$ cat src/rtl/bdi_multiport_frontend.sv
// rtl/bdi_multiport_frontend.sv - multi-port round-robin request front-end for the BDI compressed cache
//
// Purpose:
//   Arbitrates NUM_PORTS requesters round-robin onto the single request
//   channel of the cache subsystem. Keeps exactly one request outstanding and
//   returns the response to its owner as a one-cycle hit-qualified pulse.
//
// Optional feature macro: PERF_COUNTERS_EN
//   Defined     -> saturating hit/miss counters on perf_hits / perf_misses.
//   Not defined -> perf_hits and perf_misses are tied to 0.
//
// Ports:
//   clk, rst        clock (posedge) and synchronous active-high reset
//   port_req_*      per-port request: valid/ready handshake, addr, op (1=rd), wdata
//   port_rsp_*      per-port response pulse, shared hit flag and read data
//   sys_req_*       latched request towards the cache subsystem (valid/ready)
//   sys_rsp_*       response strobe, hit flag and read data from the subsystem
//   perf_hits/misses  response counters
module bdi_multiport_frontend #(
  parameter int NUM_PORTS = 4,
  parameter int ADDR_W    = 32,
  parameter int DATA_W    = 32,
  parameter int CNT_W     = 32
) (
  input  logic                          clk,
  input  logic                          rst,
  input  logic [NUM_PORTS-1:0]          port_req_valid,
  output logic [NUM_PORTS-1:0]          port_req_ready,
  input  logic [NUM_PORTS*ADDR_W-1:0]   port_req_addr,
  input  logic [NUM_PORTS-1:0]          port_req_op_rd,
  input  logic [NUM_PORTS*DATA_W-1:0]   port_req_wdata,
  output logic [NUM_PORTS-1:0]          port_rsp_valid,
  output logic                          port_rsp_hit,
  output logic [DATA_W-1:0]             port_rsp_rdata,
  output logic                          sys_req_valid,
  input  logic                          sys_req_ready,
  output logic [ADDR_W-1:0]             sys_req_addr,
  output logic                          sys_req_op_rd,
  output logic [DATA_W-1:0]             sys_req_wdata,
  input  logic                          sys_rsp_valid,
  input  logic                          sys_rsp_hit,
  input  logic [DATA_W-1:0]             sys_rsp_rdata,
  output logic [CNT_W-1:0]              perf_hits,
  output logic [CNT_W-1:0]              perf_misses
);

  localparam int PTR_W = (NUM_PORTS > 1) ? $clog2(NUM_PORTS) : 1;

  localparam logic [1:0] ST_IDLE  = 2'd0;
  localparam logic [1:0] ST_ISSUE = 2'd1;
  localparam logic [1:0] ST_WAIT  = 2'd2;

  logic [1:0]           state_q, state_d;
  logic [PTR_W-1:0]     ptr_q, ptr_d;
  logic [PTR_W-1:0]     owner_q, owner_d;
  logic [ADDR_W-1:0]    addr_q, addr_d;
  logic                 op_q, op_d;
  logic [DATA_W-1:0]    wdata_q, wdata_d;
  logic [NUM_PORTS-1:0] rsp_valid_q, rsp_valid_d;
  logic                 rsp_hit_q, rsp_hit_d;
  logic [DATA_W-1:0]    rsp_rdata_q, rsp_rdata_d;

  logic                 grant_found;
  logic [PTR_W-1:0]     grant_idx;
  logic [PTR_W-1:0]     cand;

  // Round-robin search starting one past the last granted port, so the most
  // recent winner has the lowest priority on the next arbitration.
  always_comb begin
    grant_found = 1'b0;
    grant_idx   = '0;
    cand        = '0;
    for (int k = 1; k <= NUM_PORTS; k++) begin
      cand = PTR_W'((int'(ptr_q) + k) % NUM_PORTS);
      if (!grant_found && port_req_valid[cand]) begin
        grant_found = 1'b1;
        grant_idx   = cand;
      end
    end
  end

  always_comb begin
    port_req_ready = '0;
    if (state_q == ST_IDLE && grant_found) begin
      port_req_ready[grant_idx] = 1'b1;
    end
  end

  always_comb begin
    state_d     = state_q;
    ptr_d       = ptr_q;
    owner_d     = owner_q;
    addr_d      = addr_q;
    op_d        = op_q;
    wdata_d     = wdata_q;
    // Response registers default to zero so the pulse lasts exactly one cycle
    // and hit/rdata read as 0 outside it.
    rsp_valid_d = '0;
    rsp_hit_d   = 1'b0;
    rsp_rdata_d = '0;
    case (state_q)
      ST_IDLE: begin
        if (grant_found) begin
          ptr_d   = grant_idx;
          owner_d = grant_idx;
          addr_d  = port_req_addr[grant_idx*ADDR_W +: ADDR_W];
          op_d    = port_req_op_rd[grant_idx];
          wdata_d = port_req_wdata[grant_idx*DATA_W +: DATA_W];
          state_d = ST_ISSUE;
        end
      end
      ST_ISSUE: begin
        if (sys_req_ready) begin
          state_d = ST_WAIT;
        end
      end
      ST_WAIT: begin
        if (sys_rsp_valid) begin
          rsp_valid_d[owner_q] = 1'b1;
          rsp_hit_d            = sys_rsp_hit;
          rsp_rdata_d          = op_q ? sys_rsp_rdata : '0;
          state_d              = ST_IDLE;
        end
      end
      default: state_d = ST_IDLE;
    endcase
  end

  always_ff @(posedge clk) begin
    if (rst) begin
      state_q     <= ST_IDLE;
      ptr_q       <= PTR_W'(NUM_PORTS - 1);
      owner_q     <= '0;
      addr_q      <= '0;
      op_q        <= 1'b0;
      wdata_q     <= '0;
      rsp_valid_q <= '0;
      rsp_hit_q   <= 1'b0;
      rsp_rdata_q <= '0;
    end else begin
      state_q     <= state_d;
      ptr_q       <= ptr_d;
      owner_q     <= owner_d;
      addr_q      <= addr_d;
      op_q        <= op_d;
      wdata_q     <= wdata_d;
      rsp_valid_q <= rsp_valid_d;
      rsp_hit_q   <= rsp_hit_d;
      rsp_rdata_q <= rsp_rdata_d;
    end
  end

  assign sys_req_valid  = (state_q == ST_ISSUE);
  assign sys_req_addr   = addr_q;
  assign sys_req_op_rd  = op_q;
  assign sys_req_wdata  = wdata_q;
  assign port_rsp_valid = rsp_valid_q;
  assign port_rsp_hit   = rsp_hit_q;
  assign port_rsp_rdata = rsp_rdata_q;

`ifdef PERF_COUNTERS_EN
  logic [CNT_W-1:0] hits_q;
  logic [CNT_W-1:0] misses_q;
  logic             take_rsp;

  // Only responses accepted in WAIT are counted; strays are ignored.
  assign take_rsp = (state_q == ST_WAIT) && sys_rsp_valid;

  always_ff @(posedge clk) begin
    if (rst) begin
      hits_q   <= '0;
      misses_q <= '0;
    end else if (take_rsp) begin
      if (sys_rsp_hit) begin
        if (hits_q != '1) hits_q <= hits_q + 1'b1;
      end else begin
        if (misses_q != '1) misses_q <= misses_q + 1'b1;
      end
    end
  end

  assign perf_hits   = hits_q;
  assign perf_misses = misses_q;
`else
  assign perf_hits   = '0;
  assign perf_misses = '0;
`endif

endmodule
$ cat config.mk
export PLATFORM = sky130hd
export DESIGN_NAME = bdi_multiport_frontend
export DESIGN_NICKNAME = d
export VERILOG_FILES = /design/src/rtl/bdi_multiport_frontend.sv
export SDC_FILE = /design/constraint.sdc
export NUM_CORES = 1
export LEC_CHECK = 0
export CAP_MARGIN = 10
export CORE_AREA = 2 2 181 183
export CTS_BUF_LIST = sky130_fd_sc_hd__clkbuf_8
export CTS_CLUSTER_DIAMETER = 150
export DETAILED_ROUTE_END_ITERATION = 8
export DIE_AREA = 0 0 183 185
export GPL_ROUTABILITY_DRIVEN = 0
export SLEW_MARGIN = 20
export SYNTH_ARGS = -nofsm -noshare
export SYNTH_HDL_FRONTEND = slang
export SYNTH_SLANG_ARGS = --single-unit
$ cat constraint.sdc
create_clock -name clk -period 1.8 [get_ports clk]
set_input_delay 0.36 -clock clk [delete_from_list [all_inputs] [get_ports clk]]
set_output_delay 0.36 -clock clk [all_outputs]
set_load 0.01 [all_outputs]
# Word level (Yosys, flattened, before mapping)
# Index checks and enable logic that the tools add are counted.
# Widths: inputs -> output; s select.
# op_classes
bitwise_logic,3
magnitude_cmp,8
reduce_logical,14
div_mod_pow,0
n_eq_ne,5
multipliers,0
n_mux,27
addsub,4
shifts,2
# op_table
cell,n
$shiftx 128x8->32,2
$lt 2x3->1 const B,6
$mux 2,7
$mux 1,11
$bmux 1 s2,5
$logic_and 1x1->1,6
$pmux 2 s3,1
$add 2x1->2 const B,2
$add 2x2->2 const B,2
$demux 1 s2,2
$ge 2x1->1 const B,2
$mux 4,1
$ne 2x2->1 const B,2
$reduce_or 4->1,1
$logic_not 1->1,3
$not 1->1,3
$reduce_and 3->1,1
$reduce_or 3->1,1
$eq 2x1->1 const B,1
$eq 2x2->1 const B,1
$logic_not 2->1,1
$ne 2x1->1 const B,1
$reduce_and 2->1,1
# totals
output_inout_bits,171
romBits,0
ramBits,0
reg_bits,108
mem_count,0
word_cells,72
in_bits,301
latch_bits,0

# Depth between registers and ports, before layout
# logic_depth
ltp_word,18
mapped_depth,8
ltp_nobuf,5

# Worst setup path before layout
# OpenSTA, ideal clock, no wires.
# synth_path
path_type,input-to-output
from,input port_req_valid[0]
to,output port_req_ready[1]
n_path_buf,2
stages,6
slack_ns,-0.109
arrival_time_ns,1.549
t_required_ns,1.440
path_cell_list,nor2_1 o21ai_1 and3_1 buf_2 buf_2 nor4_1
# synth_between
elab_chain_len,17
word_cells_on_any_way,29
cone_classes,2 x order compare; 19 x mux; 8 x reduce/logical
# synth_rtl
element,line,source
from (decl),27,"input logic [NUM_PORTS-1:0] port_req_valid,"
$bmux 1 s2,75,if (!grant_found && port_req_valid[cand]) begin
$mux 1 (implied by the code),75,
$mux 1,75,
$logic_not 1->1,75,
$logic_and 1x1->1,75,
$mux 1,75,
$logic_not 1->1,75,
$logic_and 1x1->1,75,
$mux 1,75,
$logic_not 1->1,75,
$logic_and 1x1->1,75,
$mux 2,75,
$lt 2x3->1 (implied by the code) or $ge 2x1->1 (tied branches),85,port_req_ready[grant_idx] = 1'b1;
$logic_and 1x1->1 (implied by the code),85,
$mux 1 (implied by the code),85,
$demux 1 s2,85,
$mux 4 (*),84,if (state_q == ST_IDLE && grant_found) begin
to (decl),28,"output logic [NUM_PORTS-1:0] port_req_ready,"
# Every way passes the cells marked *; elsewhere a longest branch is shown, timed or not. The select of a mux whose other input is x is not followed.

# Final worst setup path
# layout_path
from,register ptr_q[0]
to,output port_req_ready[1]
# layout_between
elab_chain_len,18
word_cells_on_any_way,33
cone_classes,4 x add/sub; 2 x order compare; 19 x mux; 8 x reduce/logical
# layout_rtl
element,line,source
from (decl),54,"logic [PTR_W-1:0] ptr_q, ptr_d;"
from (signal assigned),132,ptr_q <= PTR_W'(NUM_PORTS - 1);
from (signal assigned),142,ptr_q <= ptr_d;
$add 2x1->2,74,cand = PTR_W'((int'(ptr_q) + k) % NUM_PORTS);
$bmux 1 s2,75,
$mux 1 (implied by the code),75,
$mux 1,75,
$logic_not 1->1,75,
$logic_and 1x1->1,75,
$mux 1,75,
$logic_not 1->1,75,
[... 2 more ...],--,
$logic_not 1->1,75,
$logic_and 1x1->1,75,
$mux 2,75,
$lt 2x3->1 (implied by the code) or $ge 2x1->1 (tied branches),85,
$logic_and 1x1->1 (implied by the code),85,
$mux 1 (implied by the code),85,
$demux 1 s2,85,
$mux 4 (*),84,
# Marks and branches as above.

==> results.sh <==
export IMPL_min_delay_start="sys_req_addr[27]"
export IMPL_grt_setup_unrepaired="true"
export IMPL_synthXorXnorAreaFrac_pct=0
export IMPL_finalNetCount=1511
export IMPL_post_drt_via_cell_ratio=4.68
export IMPL_setup_viol=57
export IMPL_synth_compound_area_share_pct=23.5
export IMPL_grtUsageMet1_pct=20.7
export IMPL_setup_slack_ns=-0.228
export IMPL_crit_fanout=3
export IMPL_p_comb_share_pct=46.9
export IMPL_seq_area_frac_synth_pct=32.3
export IMPL_post_route_period_util_pct=113
export IMPL_syn2layout_area_growth_pct=85.5
export IMPL_final_area_mm2=0.0124
export IMPL_numCtsBuffers=9
export IMPL_internal_power_mw=5.43
export IMPL_drc_errors=0
export IMPL_final_common_cell="clkdlybuf4s50_1"
export IMPL_synth_top_family_by_area="compound AO/OA/AOI/OAI gates"
export IMPL_grt_busiest_layer="met2"
export IMPL_min_path_type="reg -> reg"
export IMPL_clk_root_buffer_cell="clkbuf_8"
export IMPL_port_buffers=407
export IMPL_synth_area_per_cell_um2=8.50
export IMPL_cts_tree="done"
export IMPL_synth_simple_gate_area_share_pct=17.8
export IMPL_routed_via_count=7596
export IMPL_cp_data_required_time_ns=1.44
export IMPL_worstSetupPathType="reg -> out"
export IMPL_startpoint_type="flop"
export IMPL_dp_cells=1566
export IMPL_cp_end_kind="output port"
export IMPL_drt_iter0_drc=458
export IMPL_final_cells=1623
export IMPL_switching_share_pct=36.0
export IMPL_synth_distinct_cells=36
export IMPL_initial_core_util_pct=20.9
export IMPL_critPathArrivalTime_ns=1.67
export IMPL_max_freq_ghz=0.493
export IMPL_gr_usage_met3_pct=3.54
export IMPL_leakage_nw=5.39
export IMPL_final_util_pct=38.7
export IMPL_ir_drop_uv=334
export IMPL_routedWlPerCell_um=21.0
export IMPL_failed_checks="setup timing"
export IMPL_final_cell_mix="clkdlybuf4s50_1 (395), dfxtp_1 (103), nand2_1 (70), inv_1 (66)"
export IMPL_p_sw_mw=3.05
export IMPL_dp_hpwl_um=20900
export IMPL_htree_levels=3
export IMPL_synth_adder_area_share_pct=0
export IMPL_coreArea_mm2=0.0320
export IMPL_r2r_start="ptr_q[0]"
export IMPL_ff2ff_path_depth=8
export IMPL_synth_warnings=0
export IMPL_n_antenna_cell=0
export IMPL_synth_ff_type="dfxtp_1"
export IMPL_io_pins=472
export IMPL_overflow=0
export IMPL_r2r_slack_ns=-0.16
export IMPL_reg2reg_to="sys_req_addr[10]"
export IMPL_die_area_mm2=0.0339
export IMPL_dr_pass1_iters=6
export IMPL_grt_pass1_vias=7053
export IMPL_ys_seq_elements=108
export IMPL_hold_viol_final=0
export IMPL_drt_total_wl_um=34100
export IMPL_drtAntennaViolNets=0
export IMPL_hold_path_end="sys_req_addr[27]"
export IMPL_grt_start_max_net_pins=84
export IMPL_status="finished with violations"
export IMPL_placed_cell_area_mm2=0.0112
export IMPL_die_y_um=185
export IMPL_synthArstFlopShare_pct=0
export IMPL_seq_power_share_pct=33.3
export IMPL_synthMuxAreaShare_pct=9.72
export IMPL_maxCapViolations=0
export IMPL_cts_buffer_depth=2
export IMPL_chipWidth_um=183
export IMPL_drive_above_1_share_pct=16.3
export IMPL_p_per_area_mw_per_mm2=683
export IMPL_cts_sinks=108
export IMPL_grt_pass1_wl_um=42600
export IMPL_finalCriticalPeriod_ns=2.03
export IMPL_antenna_found_initial=0
export IMPL_synth_edf_count=0
export IMPL_path_clk_slew_ns=0.12
export IMPL_syn_area_mm2=0.00669
export IMPL_grtUsageMet2_pct=28.4
export IMPL_slew_violations=0
export IMPL_grt_util_all_layers_pct=16.7
export IMPL_floorplan_rows=66
export IMPL_fin_worst_skew_ns=0.0140
export IMPL_clockPowerShare_pct=19.8
export IMPL_clk_latency_ns=0.41
export IMPL_whs_path_depth=2
export IMPL_synthCells=787
export IMPL_holdBufCountCts=0
[power groups by stage]
stage | Sequential [mW] | Clock, mW | Combinational [mW]
after global placement | 2.87 | 0 | 3.17
after global routing | 2.86 | 1.85 | 4.20
after detailed placement | 2.87 | 0 | 3.21
after floorplan | 2.98 | 0 | 1.46
after CTS | 2.82 | 1.76 | 3.55
final | 2.82 | 1.68 | 3.97
[Yosys cell counts (all sizes together) (2+ instances only)]
cell    count  area [um^2]
a211oi      2         20.0
a21oi       5         25.0
a31oi      65          407
and2        2         12.5
and3       34          213
and4       65          569
buf        94          681
clkbuf     49          184
dfxtp     108         2160
inv        66          248
mux2i      65          651
nand2      71          267
nand2b      5         31.3
nor2        8         30.0
nor3b       2         15.0
nor4        2         12.5
o211ai     66          746
o21ai      66          330
[per-layer routing]
metal	part of all wire, %	up-vias
met5	0	-
met1	43	3630
li1	-	3558
met2	48	365
met3	6.7	43
met4	2.6	0
[worst max-delay path, cell delays in order, from the launching register on]
cell,delay [ns]
dfxtp_2,0.35
nand2b_4,0.14
o22a_1,0.21
and2_4,0.19
nor4_4,0.20
buf_2,0.17
[how the worst max path moves through the flow]
| stage | from | end | cells past startpoint |
|---|---|---|---|
| 2_1_floorplan | port_req_valid[0] | port_req_ready[1] | 6 |
| 5_1_grt | ptr_q[0] | port_req_ready[1] | 5 |
| 6_report | ptr_q[0] | port_req_ready[1] | 5 |
| 3_5_place_dp | port_req_valid[3] | sys_req_addr[2] | 8 |
| 3_3_place_gp | port_req_valid[3] | sys_req_wdata[6] | 8 |
| 4_1_cts | ptr_q[0] | port_req_ready[2] | 7 |
[logic make-up (layout without fill, tap and decap cells)]
logic type | count (synthesis) | in the layout
AOI/OAI and AO/OA | 209 | 209
buffers and inverters | 209 | 573
and+or+nand+nor | 195 | 196
DFF | 108 | 108
muxes | 65 | 65
other | 1 | 64
[what timing repair did]
action / CTS / global route
setup endpoints to repair: 71 / 74
resized for setup: 70 / 80
cloned: 11 / 14
buffers inserted: 11 / 14
endpoints found under the hold margin: 0 / 0
pin swaps: 32 / 48
[final cells by class]
type	instances	area, um^2
flip-flops and latches	108	2170
clock buffers	9	124
fillers	3182	19600
clock inverters	7	88.8
well taps	408	510
inverters	66	248
repair buffers	491	5400
multi-input cells	534	3880
[per-stage QoR]
stage               total power, mW  setup TNS (ns)  worst slack [ns]  hold WS (ns)
global placement               6.04          -57.37            -0.992         0.454
detailed placement             6.08          -63.38             -1.02         0.455
floorplan                      4.44          -0.218            -0.109         0.430
finish                         8.48           -6.26            -0.228         0.484
global route                   8.91          -12.59            -0.322         0.483
CTS                            8.12          -10.06            -0.245         0.479
[sequential cells by signal (all words and copies together) (netlist names)]
name / flops
sys_req_op_rd: 1
port_rsp_valid: 4
sys_req_wdata: 32
sys_req_addr: 32
port_rsp_rdata: 32
port_rsp_hit: 1
ptr_q: 2
state_q: 2
owner_q: 2
Power figures use the tool's default switching activity.
